===== src/rtl/seq_generator_pkg.sv =====
// Shared types and defaults for the serial pattern generator and the detector benches.
// State encodings are fixed because detector benches decode them directly.
package seq_pkg;

    typedef enum logic [1:0] {
        ST_IDLE = 2'd0,
        ST_SEND = 2'd1,
        ST_GAP  = 2'd2
    } seq_state_e;

    localparam int unsigned SEQ_MAX_LEN = 16;
    localparam int unsigned SEQ_LEN_W   = 5;
    localparam int unsigned SEQ_REP_W   = 4;
    localparam int unsigned SEQ_GAP     = 2;

    function automatic logic len_valid(input logic [31:0] len, input int unsigned max_len);
        return (len != 32'd0) && (len <= max_len);
    endfunction

endpackage


===== src/rtl/seq_generator_if.sv =====
// Load handshake and serial output bundle of seq_generator.
// master drives the load side; slave is the generator itself.
interface seq_generator_if #(
    parameter int unsigned MAX_LEN = 16,
    parameter int unsigned LEN_W   = 5,
    parameter int unsigned REP_W   = 4
);
    logic [MAX_LEN-1:0] pat_in;
    logic [LEN_W-1:0]   len_in;
    logic [REP_W-1:0]   rep_in;
    logic               load_valid;
    logic               load_ready;
    logic               abort;
    logic               seq_out;
    logic               seq_valid;
    logic               frame_start;
    logic               done;
    logic               err;
    logic               busy;

    modport master (
        output pat_in, len_in, rep_in, load_valid, abort,
        input  load_ready, seq_out, seq_valid, frame_start, done, err, busy
    );

    modport slave (
        input  pat_in, len_in, rep_in, load_valid, abort,
        output load_ready, seq_out, seq_valid, frame_start, done, err, busy
    );
endinterface


===== src/rtl/seq_generator_piso.sv =====
// Loadable parallel-in/serial-out pattern register with a wrapping index down-counter.
// Stepping on the last bit reloads index len-1, so repeats need no separate reload.
module seq_piso
    import seq_pkg::*;
#(
    parameter int unsigned MAX_LEN = SEQ_MAX_LEN,
    parameter int unsigned LEN_W   = SEQ_LEN_W
) (
    input  logic               clk,
    input  logic               rst,
    input  logic               load_i,
    input  logic               step_i,
    input  logic [MAX_LEN-1:0] pat_i,
    input  logic [LEN_W-1:0]   len_i,
    output logic               bit_o,
    output logic               first_o,
    output logic               last_o
);
    logic [MAX_LEN-1:0] pat_q, pat_d;
    logic [LEN_W-1:0]   len_q, len_d;
    logic [LEN_W-1:0]   idx_q, idx_d;
    logic [MAX_LEN-1:0] shifted;

    always_comb begin
        pat_d = pat_q;
        len_d = len_q;
        idx_d = idx_q;
        if (load_i) begin
            pat_d = pat_i;
            len_d = len_i;
            idx_d = len_i - LEN_W'(1);
        end else if (step_i) begin
            if (idx_q == '0) begin
                idx_d = len_q - LEN_W'(1);
            end else begin
                idx_d = idx_q - LEN_W'(1);
            end
        end
    end

    always_ff @(posedge clk) begin
        if (rst) begin
            pat_q <= '0;
            len_q <= '0;
            idx_q <= '0;
        end else begin
            pat_q <= pat_d;
            len_q <= len_d;
            idx_q <= idx_d;
        end
    end

    always_comb begin
        shifted = pat_q >> idx_q;
        bit_o   = shifted[0];
        first_o = (idx_q == (len_q - LEN_W'(1)));
        last_o  = (idx_q == '0);
    end
endmodule


===== src/rtl/seq_generator.sv =====
// Serial pattern transmitter: shifts a loaded pattern out MSB-first, rep+1 times, GAP idle cycles apart.
// The FSM runs one cycle ahead of the registered outputs, so outputs lag the state by one cycle.
module seq_generator
    import seq_pkg::*;
#(
    parameter int unsigned MAX_LEN = SEQ_MAX_LEN,
    parameter int unsigned LEN_W   = SEQ_LEN_W,
    parameter int unsigned REP_W   = SEQ_REP_W,
    parameter int unsigned GAP     = SEQ_GAP
) (
    input  logic           clk,
    input  logic           rst,
    seq_generator_if.slave bus
);
    localparam int unsigned GAP_W = (GAP > 1) ? $clog2(GAP) : 1;

    seq_state_e       state_q;
    logic [REP_W-1:0] rep_q;
    logic [GAP_W-1:0] gap_q;
    logic             seq_out_q;
    logic             seq_valid_q;
    logic             frame_start_q;
    logic             done_q;
    logic             err_q;
    logic             busy_q;

    logic load_ready;
    logic accept;
    logic len_ok;
    logic send_now;
    logic piso_bit;
    logic piso_first;
    logic piso_last;

    // The last bit is still on the wire while the FSM is already back in IDLE,
    // so readiness also waits for the output stage to drain.
    assign load_ready = (state_q == ST_IDLE) && !busy_q;
    assign accept     = bus.load_valid && load_ready;
    assign len_ok     = len_valid(32'(bus.len_in), MAX_LEN);
    assign send_now   = (state_q == ST_SEND) && !bus.abort;

    seq_piso #(
        .MAX_LEN (MAX_LEN),
        .LEN_W   (LEN_W)
    ) u_piso (
        .clk     (clk),
        .rst     (rst),
        .load_i  (accept),
        .step_i  (send_now),
        .pat_i   (bus.pat_in),
        .len_i   (bus.len_in),
        .bit_o   (piso_bit),
        .first_o (piso_first),
        .last_o  (piso_last)
    );

    always_ff @(posedge clk) begin
        if (rst) begin
            state_q       <= ST_IDLE;
            rep_q         <= '0;
            gap_q         <= '0;
            seq_out_q     <= 1'b0;
            seq_valid_q   <= 1'b0;
            frame_start_q <= 1'b0;
            done_q        <= 1'b0;
            err_q         <= 1'b0;
            busy_q        <= 1'b0;
        end else begin
            seq_out_q     <= send_now & piso_bit;
            seq_valid_q   <= send_now;
            frame_start_q <= send_now & piso_first;
            done_q        <= send_now & piso_last & (rep_q == '0);
            err_q         <= accept & !len_ok;
            busy_q        <= (state_q != ST_IDLE) && !bus.abort;

            unique case (state_q)
                ST_IDLE: begin
                    if (accept) begin
                        rep_q <= bus.rep_in;
                        if (len_ok) begin
                            state_q <= ST_SEND;
                        end
                    end
                end
                ST_SEND: begin
                    if (bus.abort) begin
                        state_q <= ST_IDLE;
                    end else if (piso_last) begin
                        if (rep_q != '0) begin
                            rep_q <= rep_q - REP_W'(1);
                            if (GAP > 0) begin
                                state_q <= ST_GAP;
                                gap_q   <= '0;
                            end
                        end else begin
                            state_q <= ST_IDLE;
                        end
                    end
                end
                ST_GAP: begin
                    if (bus.abort) begin
                        state_q <= ST_IDLE;
                    end else if (gap_q == GAP_W'(GAP - 1)) begin
                        state_q <= ST_SEND;
                    end else begin
                        gap_q <= gap_q + GAP_W'(1);
                    end
                end
                default: state_q <= ST_IDLE;
            endcase
        end
    end

    assign bus.load_ready  = load_ready;
    assign bus.seq_out     = seq_out_q;
    assign bus.seq_valid   = seq_valid_q;
    assign bus.frame_start = frame_start_q;
    assign bus.done        = done_q;
    assign bus.err         = err_q;
    assign bus.busy        = busy_q;
endmodule


===== src/flat_wrapper.sv =====
// flat-port wrapper written by rule: the top's interface ports become plain ports
module seq_generator_flat import seq_pkg::*;
#(
    parameter int unsigned MAX_LEN = SEQ_MAX_LEN,
    parameter int unsigned LEN_W   = SEQ_LEN_W,
    parameter int unsigned REP_W   = SEQ_REP_W,
    parameter int unsigned GAP     = SEQ_GAP
)
  (clk, rst, bus_pat_in, bus_len_in, bus_rep_in, bus_load_valid, bus_abort, bus_load_ready, bus_seq_out, bus_seq_valid, bus_frame_start, bus_done, bus_err, bus_busy);
  seq_generator_if #(.MAX_LEN(MAX_LEN), .LEN_W(LEN_W), .REP_W(REP_W)) bus_i ();
  input  logic clk;
  input  logic rst;
  input wire logic [$bits(bus_i.pat_in)-1:0] bus_pat_in;
  input wire logic [$bits(bus_i.len_in)-1:0] bus_len_in;
  input wire logic [$bits(bus_i.rep_in)-1:0] bus_rep_in;
  input wire logic [$bits(bus_i.load_valid)-1:0] bus_load_valid;
  input wire logic [$bits(bus_i.abort)-1:0] bus_abort;
  output wire logic [$bits(bus_i.load_ready)-1:0] bus_load_ready;
  output wire logic [$bits(bus_i.seq_out)-1:0] bus_seq_out;
  output wire logic [$bits(bus_i.seq_valid)-1:0] bus_seq_valid;
  output wire logic [$bits(bus_i.frame_start)-1:0] bus_frame_start;
  output wire logic [$bits(bus_i.done)-1:0] bus_done;
  output wire logic [$bits(bus_i.err)-1:0] bus_err;
  output wire logic [$bits(bus_i.busy)-1:0] bus_busy;
  assign bus_i.pat_in = bus_pat_in;
  assign bus_i.len_in = bus_len_in;
  assign bus_i.rep_in = bus_rep_in;
  assign bus_i.load_valid = bus_load_valid;
  assign bus_i.abort = bus_abort;
  assign bus_load_ready = bus_i.load_ready;
  assign bus_seq_out = bus_i.seq_out;
  assign bus_seq_valid = bus_i.seq_valid;
  assign bus_frame_start = bus_i.frame_start;
  assign bus_done = bus_i.done;
  assign bus_err = bus_i.err;
  assign bus_busy = bus_i.busy;
  seq_generator #(.MAX_LEN(MAX_LEN), .LEN_W(LEN_W), .REP_W(REP_W), .GAP(GAP)) u_core (.clk(clk), .rst(rst), .bus(bus_i));
endmodule

===== config.mk =====
export PLATFORM = sky130hd
export DESIGN_NAME = seq_generator_flat
export DESIGN_NICKNAME = d
export VERILOG_FILES = /design/src/rtl/seq_generator_pkg.sv /design/src/rtl/seq_generator_if.sv /design/src/rtl/seq_generator_piso.sv /design/src/rtl/seq_generator.sv /design/src/flat_wrapper.sv
export SDC_FILE = /design/constraint.sdc
export NUM_CORES = 1
export LEC_CHECK = 0
export ABC_CLOCK_PERIOD_IN_PS = 2100
export CORE_ASPECT_RATIO = 2
export CORE_MARGIN = 2
export CORE_UTILIZATION = 47
export CTS_CLUSTER_SIZE = 25
export DETAILED_ROUTE_END_ITERATION = 8
export GPL_TIMING_DRIVEN = 0
export PLACE_DENSITY_LB_ADDON = 0.12
export SYNTH_ARGS = -nofsm -noshare
export SYNTH_HDL_FRONTEND = slang
export SYNTH_SLANG_ARGS = --single-unit
export TNS_END_PERCENT = 30

===== constraint.sdc =====
create_clock -name clk -period 2.1 [get_ports clk]
set_clock_uncertainty 0.1 [all_clocks]
set_input_delay 0.21 -clock clk [delete_from_list [all_inputs] [get_ports clk]]
set_output_delay 0.21 -clock clk [all_outputs]
set_load 0.005 [all_outputs]

After elaboration in Yosys (flattened, before gate mapping):

Cells that the tools add are included.

* bits of input ports: 29
* RAM bits: 0
* memories: 0
* memory bits (read-only): 0
* bits in registers: 39
* word-level logic and storage cells: 77
* latch bits: 0
* output and inout bits: 7

* reductions and logical operators: 20
* divide/modulo/power cells: 0
* add/subtract/negate cells: 5
* multiply operators: 0
* order comparisons: 1
* multiplexer cells: 22
* bitwise gates (word level): 5
* equality and inequality tests: 11
* shift-type cells: 1

Operators with widths (number)
* 4-bit two-way mux: 4
* 16-bit by 5-bit >> shifter with 1-bit output: 1
* 5-bit two-way mux: 3
* 5-bit by 1-bit subtractor with 5-bit output (second input constant): 3
* 2-bit two-way mux: 7
* 5-bit AND reduction: 2
* 4-bit case mux with 2 select lines: 1
* 2-bit nonzero test: 4
* 2-bit by 1-bit != test with 1-bit output (second input constant): 3
* 2-bit != test (second input constant): 3
* 3-bit by 2-bit != test with 1-bit output (second input constant): 2
* 2-bit case mux with 3 select lines: 1
* 1-bit bitwise AND: 5
* 5-bit equality test: 1
* 5-bit <= comparator (second input constant): 1
* 1-bit logical AND: 5
* 5-bit logical NOT: 1
* 1-bit two-way mux: 5
* 5-bit nonzero test: 1
* 4-bit logical NOT: 1
* 4-bit AND reduction: 1
* 4-bit nonzero test: 1
* 4-bit by 1-bit subtractor with 4-bit output (second input constant): 1
* 1-bit logical NOT: 3
* other kinds (5): 5

Longest topological paths before layout:

* depth after elaboration: 5
* depth in mapped cells: 7
* depth with buffers taken out: 6

Hierarchy:

From an unflattened synthesis, not the netlist that was laid out.

* cells, all modules: 216
* area total of the unflattened synthesis: 2020.7 um^2

By module, submodules not included
* seq_piso: instances 1, area an instance 1411.4 um^2, seq. area each 520.5 um^2, cells an instance 149
* seq_generator: instances 1, area an instance 609.3 um^2, seq. area each 260.2 um^2, cells an instance 67

Worst setup path before layout:

No wires, ideal clock.

* path kind: register to register
* from: register u_core.u_piso.idx_q[1]
* to: register u_core.rep_q[1]
* buffers on the path: 1
* cell stages (with the launch flop): 8
* slack: 0.072 ns
* setup time: 0.136 ns
* clock period less this slack: 2.028 ns
* arrival time: 1.792 ns
* required time: 1.864 ns
* cells stage by stage: dfxtp_1 clkbuf_1 inv_1 ha_1 nor4b_4 a21oi_1 a2111oi_0 a211oi_1

* word-level cells in the longest chain between the ends: 3

RTL lines
* start, declared: RTL line seq_generator_piso.sv:21 `logic [LEN_W-1:0] idx_q, idx_d;`
* start signal, assigned: RTL line seq_generator_piso.sv:49 `idx_q <= idx_d;`
* 5-bit logical NOT: RTL line seq_generator_piso.sv:57 `last_o = (idx_q == '0);`
* 2-bit by 1-bit != test with 1-bit output (no line)
* 5-bit AND reduction (no line)
* end signal, assigned: RTL line seq_generator.sv:79 `rep_q <= bus.rep_in;`
* end signal, assigned: RTL line seq_generator.sv:90 `rep_q <= rep_q - REP_W'(1);`
* end, declared: RTL line seq_generator.sv:18 `logic [REP_W-1:0] rep_q;`

No other way between the ends.
A chain may end at the register's enable or synchronous reset.

Worst setup path in the final report:

* from: input port bus_load_valid
* to: register u_core.u_piso.pat_q[1]

* word-level cells in the longest chain between the ends: 1

RTL lines
* start, declared: RTL line flat_wrapper.sv:16 `input wire logic [$bits(bus_i.load_valid)-1:0] bus_load_valid;`
* 1-bit logical AND: RTL line seq_generator.sv:38 `assign accept = bus.load_valid && load_ready;`
* end signal, assigned: RTL line seq_generator_piso.sv:47 `pat_q <= pat_d;`
* end, declared: RTL line seq_generator_piso.sv:19 `logic [MAX_LEN-1:0] pat_q, pat_d;`

No other way between the ends.

==> results.sh <==
export IMPL_overflow=0
export IMPL_hp_class="in2reg"
export IMPL_final_common_cell="nand2_1"
export IMPL_finalSetupTns_ns=0
export IMPL_clock_latency_ns=0.29
export IMPL_die_width_um=50.4
export IMPL_vdd_drop_max_uv=481
export IMPL_stdcell_count=337
export IMPL_h_tree_depth=2
export IMPL_relSlewSlack_pct=62.8
export IMPL_power_frac_comb_pct=25.2
export IMPL_antenna_cells=0
export IMPL_first_pass_iters=4
export IMPL_fmax_ghz=0.511
export IMPL_via_count=1808
export IMPL_grt_pass1_wl_um=8190
export IMPL_yosysUniqueCellTypes=45
export IMPL_finalCritPeriodShare_pct=93.1
export IMPL_rsz0062_at_grt="false"
export IMPL_num_io_pins=36
export IMPL_die_height_um=96.7
export IMPL_cts_path_max_buffers=2
export IMPL_cpMaxStageDelayCell="or4b_2"
export IMPL_final_hold_violation_count=0
export IMPL_drt_total_wl_um=4790
export IMPL_start_util_pct=48.9
export IMPL_setup_viol=0
export IMPL_regToRegStartpoint="u_core.state_q[1]"
export IMPL_crit_required_ns=2.16
export IMPL_dpl_hpwl_um=3630
export IMPL_drive_above_1_share_pct=10.9
export IMPL_cts_sinks=39
export IMPL_nFillCells=400
export IMPL_power_internal_w=0.00127
export IMPL_power_share_clock_pct=28.7
export IMPL_via_per_inst=5.36
export IMPL_min_delay_worst_endpoint="u_core.state_q[1]"
export IMPL_p_switching_w=0.000532
export IMPL_mostFrequentLayoutCells="48 x nand2_1, 37 x dfxtp_1, 34 x clkdlybuf4s50_1, 29 x a21oi_1"
export IMPL_clockRootBuffer="clkbuf_8"
export IMPL_synth_cells=242
export IMPL_worst_slack_ns=0.144
export IMPL_cts_tree="yes"
export IMPL_areaGrowthSynthToFinish_pct=26.2
export IMPL_r2r_end="u_core.u_piso.pat_q[1]"
export IMPL_power_total_w=0.00181
export IMPL_hold_depth=2
export IMPL_rows=33
export IMPL_cts_inserted_buffers=5
export IMPL_slowest_delay_ns=0.58
export IMPL_ys_warn_count=0
export IMPL_synth_seq_area_share_pct=38.6
export IMPL_status="finished clean"
export IMPL_path_cells="clkdlybuf4s50_1 > or4b_2 > clkbuf_1 > clkbuf_1 > nand2_1 > a21oi_1"
export IMPL_ys_seq_elements=39
export IMPL_num_nets_final=319
export IMPL_antenna_left=0
export IMPL_swShare_pct=29.5
export IMPL_final_max_slew_viol_count=0
export IMPL_crit_type="in2reg"
export IMPL_p_leak_nw=0.945
export IMPL_syn_num_nets=276
export IMPL_worstHoldStart="bus_abort"
export IMPL_crit_arrival_ns=2.01
export IMPL_first_global_vias=1770
export IMPL_worst_path_most_repeated_cell="clkbuf_1"
export IMPL_tightestPinTransition_ns=0.558
export IMPL_ys_flop_type="dfxtp_1"
export IMPL_r2r_setup_slack_ns=0.15
export IMPL_ys_async_sr_fraction_pct=0
export IMPL_dp_cells=328
export IMPL_reg2regPathDepth=5
export IMPL_wire_per_inst_um=14.2
export IMPL_drv_cap=0
export IMPL_syn_cell_area_um2=2020
export IMPL_antenna_found_initial=0
export IMPL_dieArea_um2=4870
export IMPL_cp_end_kind="flop"
export IMPL_drc=0
export IMPL_finalWeightedCongestion=0.824
export IMPL_dpl_worst_slack_ns=-0.347
export IMPL_numPortBuffers=34
export IMPL_synth_edff_count=0
export IMPL_grt_max_degree=12
export IMPL_seqPwrFrac_pct=46.1
export IMPL_core_um2=4130
export IMPL_hold_worst_slack_ns=0.270
export IMPL_start_kind="input port"
export IMPL_fin_crit_ns=1.96
export IMPL_critical_path_peak_fanout=10
export IMPL_synth_area_per_cell_um2=8.35
export IMPL_drt_initial_drc_count=65
export IMPL_cts_clk_slew_worst_paths_ns=0.07
export IMPL_grt_total_usage_pct=21.6
export IMPL_p_per_area_nw_per_um2=709
-- sequential cells by signal (all words and copies together) (netlist names) --
register	count
u_core.bus.busy	1
u_core.bus.done	1
u_core.bus.err	1
u_core.bus.frame_start	1
u_core.bus.seq_out	1
u_core.bus.seq_valid	1
u_core.gap_q	1
u_core.rep_q	4
u_core.state_q	2
u_core.u_piso.idx_q	5
u_core.u_piso.len_q	5
u_core.u_piso.pat_q	16
-- metrics by stage --
step	area [um2]	utilization (%)
CTS	2520	61.0
floorplan	2020	-
finish	2550	61.8
global placement	2430	58.8
detailed placement	2430	58.8
global route	2550	61.8
-- power groups by stage --
stage / combinational [W] / clock, W / sequential, W
2_1_floorplan: 0.000306 / 0 / 0.000831
3_3_place_gp: 0.000442 / 0 / 0.000838
3_5_place_dp: 0.000447 / 0 / 0.000839
4_1_cts: 0.000444 / 0.000534 / 0.000832
5_1_grt: 0.000505 / 0.000555 / 0.000839
6_report: 0.000455 / 0.000519 / 0.000833
-- cell type report --
class	count	area (um2)	share of cell area, %
Clock inverter	1	5.00	0.196
Buffer	15	75.1	2.94
Tap cell	52	65.1	2.55
Multi-Input combinational cell	176	1130	44.4
Timing Repair Buffer	38	370	14.5
Inverter	10	37.5	1.47
Clock buffer	6	82.6	3.24
Sequential cell	39	783	30.7
-- worst max path at each step --
stage,start,slack [ns],endpoint
CTS,u_core.u_piso.idx_q[1],0.02,u_core.state_q[0]
floorplan,u_core.u_piso.idx_q[1],0.07,u_core.rep_q[1]
detailed placement,u_core.u_piso.idx_q[1],-0.35,u_core.rep_q[1]
global route,u_core.u_piso.idx_q[1],0.008,u_core.rep_q[1]
finish,bus_load_valid,0.14,u_core.u_piso.pat_q[1]
global placement,u_core.u_piso.idx_q[1],-0.31,u_core.rep_q[1]
-- cell families after synthesis --
logic type | count (synthesis) | synth area share, %
DFF | 39 | 38.6
adders and majority gates | 5 | 3.10
AOI/OAI and AO/OA | 52 | 15.8
buffers and inverters | 27 | 5.94
xor gates and xnor gates | 14 | 6.07
and+or+nand+nor | 99 | 25.6
muxes | 6 | 4.83
-- synthesized netlist by cell type (5+ instances only) --
master,number,area (um2)
xnor2_1,8,70.1
ha_1,5,62.6
a21oi_1,30,150
xor2_1,6,52.6
nor3_1,11,55.1
nand3_1,8,40.0
clkbuf_1,12,45.0
dfxtp_1,39,781
inv_1,10,37.5
nor3b_1,5,37.5
nand2_1,48,180
nor2_1,11,41.3
-- per-layer routing --
metal	routed length (um)	global-route usage, %	vias to the layer above	part of all wire, %
met3	113	3.24	9	2.4
met5	0	0	-	0
li1	-	-	925	-
met2	2740	40.2	35	57
met1	1850	23.4	839	39
met4	95	7.90	0	2.0
-- critical path: cells and delay by family --
family,cells,cell delay [ns]
and+or+nand+nor,2,0.72
buffers and inverters,3,1.02
AOI/OAI and AO/OA,1,0.07
-- repair_timing --
item / in CTS / in global routing
cloned: 0 / 0
pin swaps: 0 / 1
setup buffers: 1 / 3
gates resized for setup: 3 / 3
endpoints found under the setup margin: 7 / 6
hold buffers: 0 / 0
No activity file was read; power rests on OpenSTA's default activity.
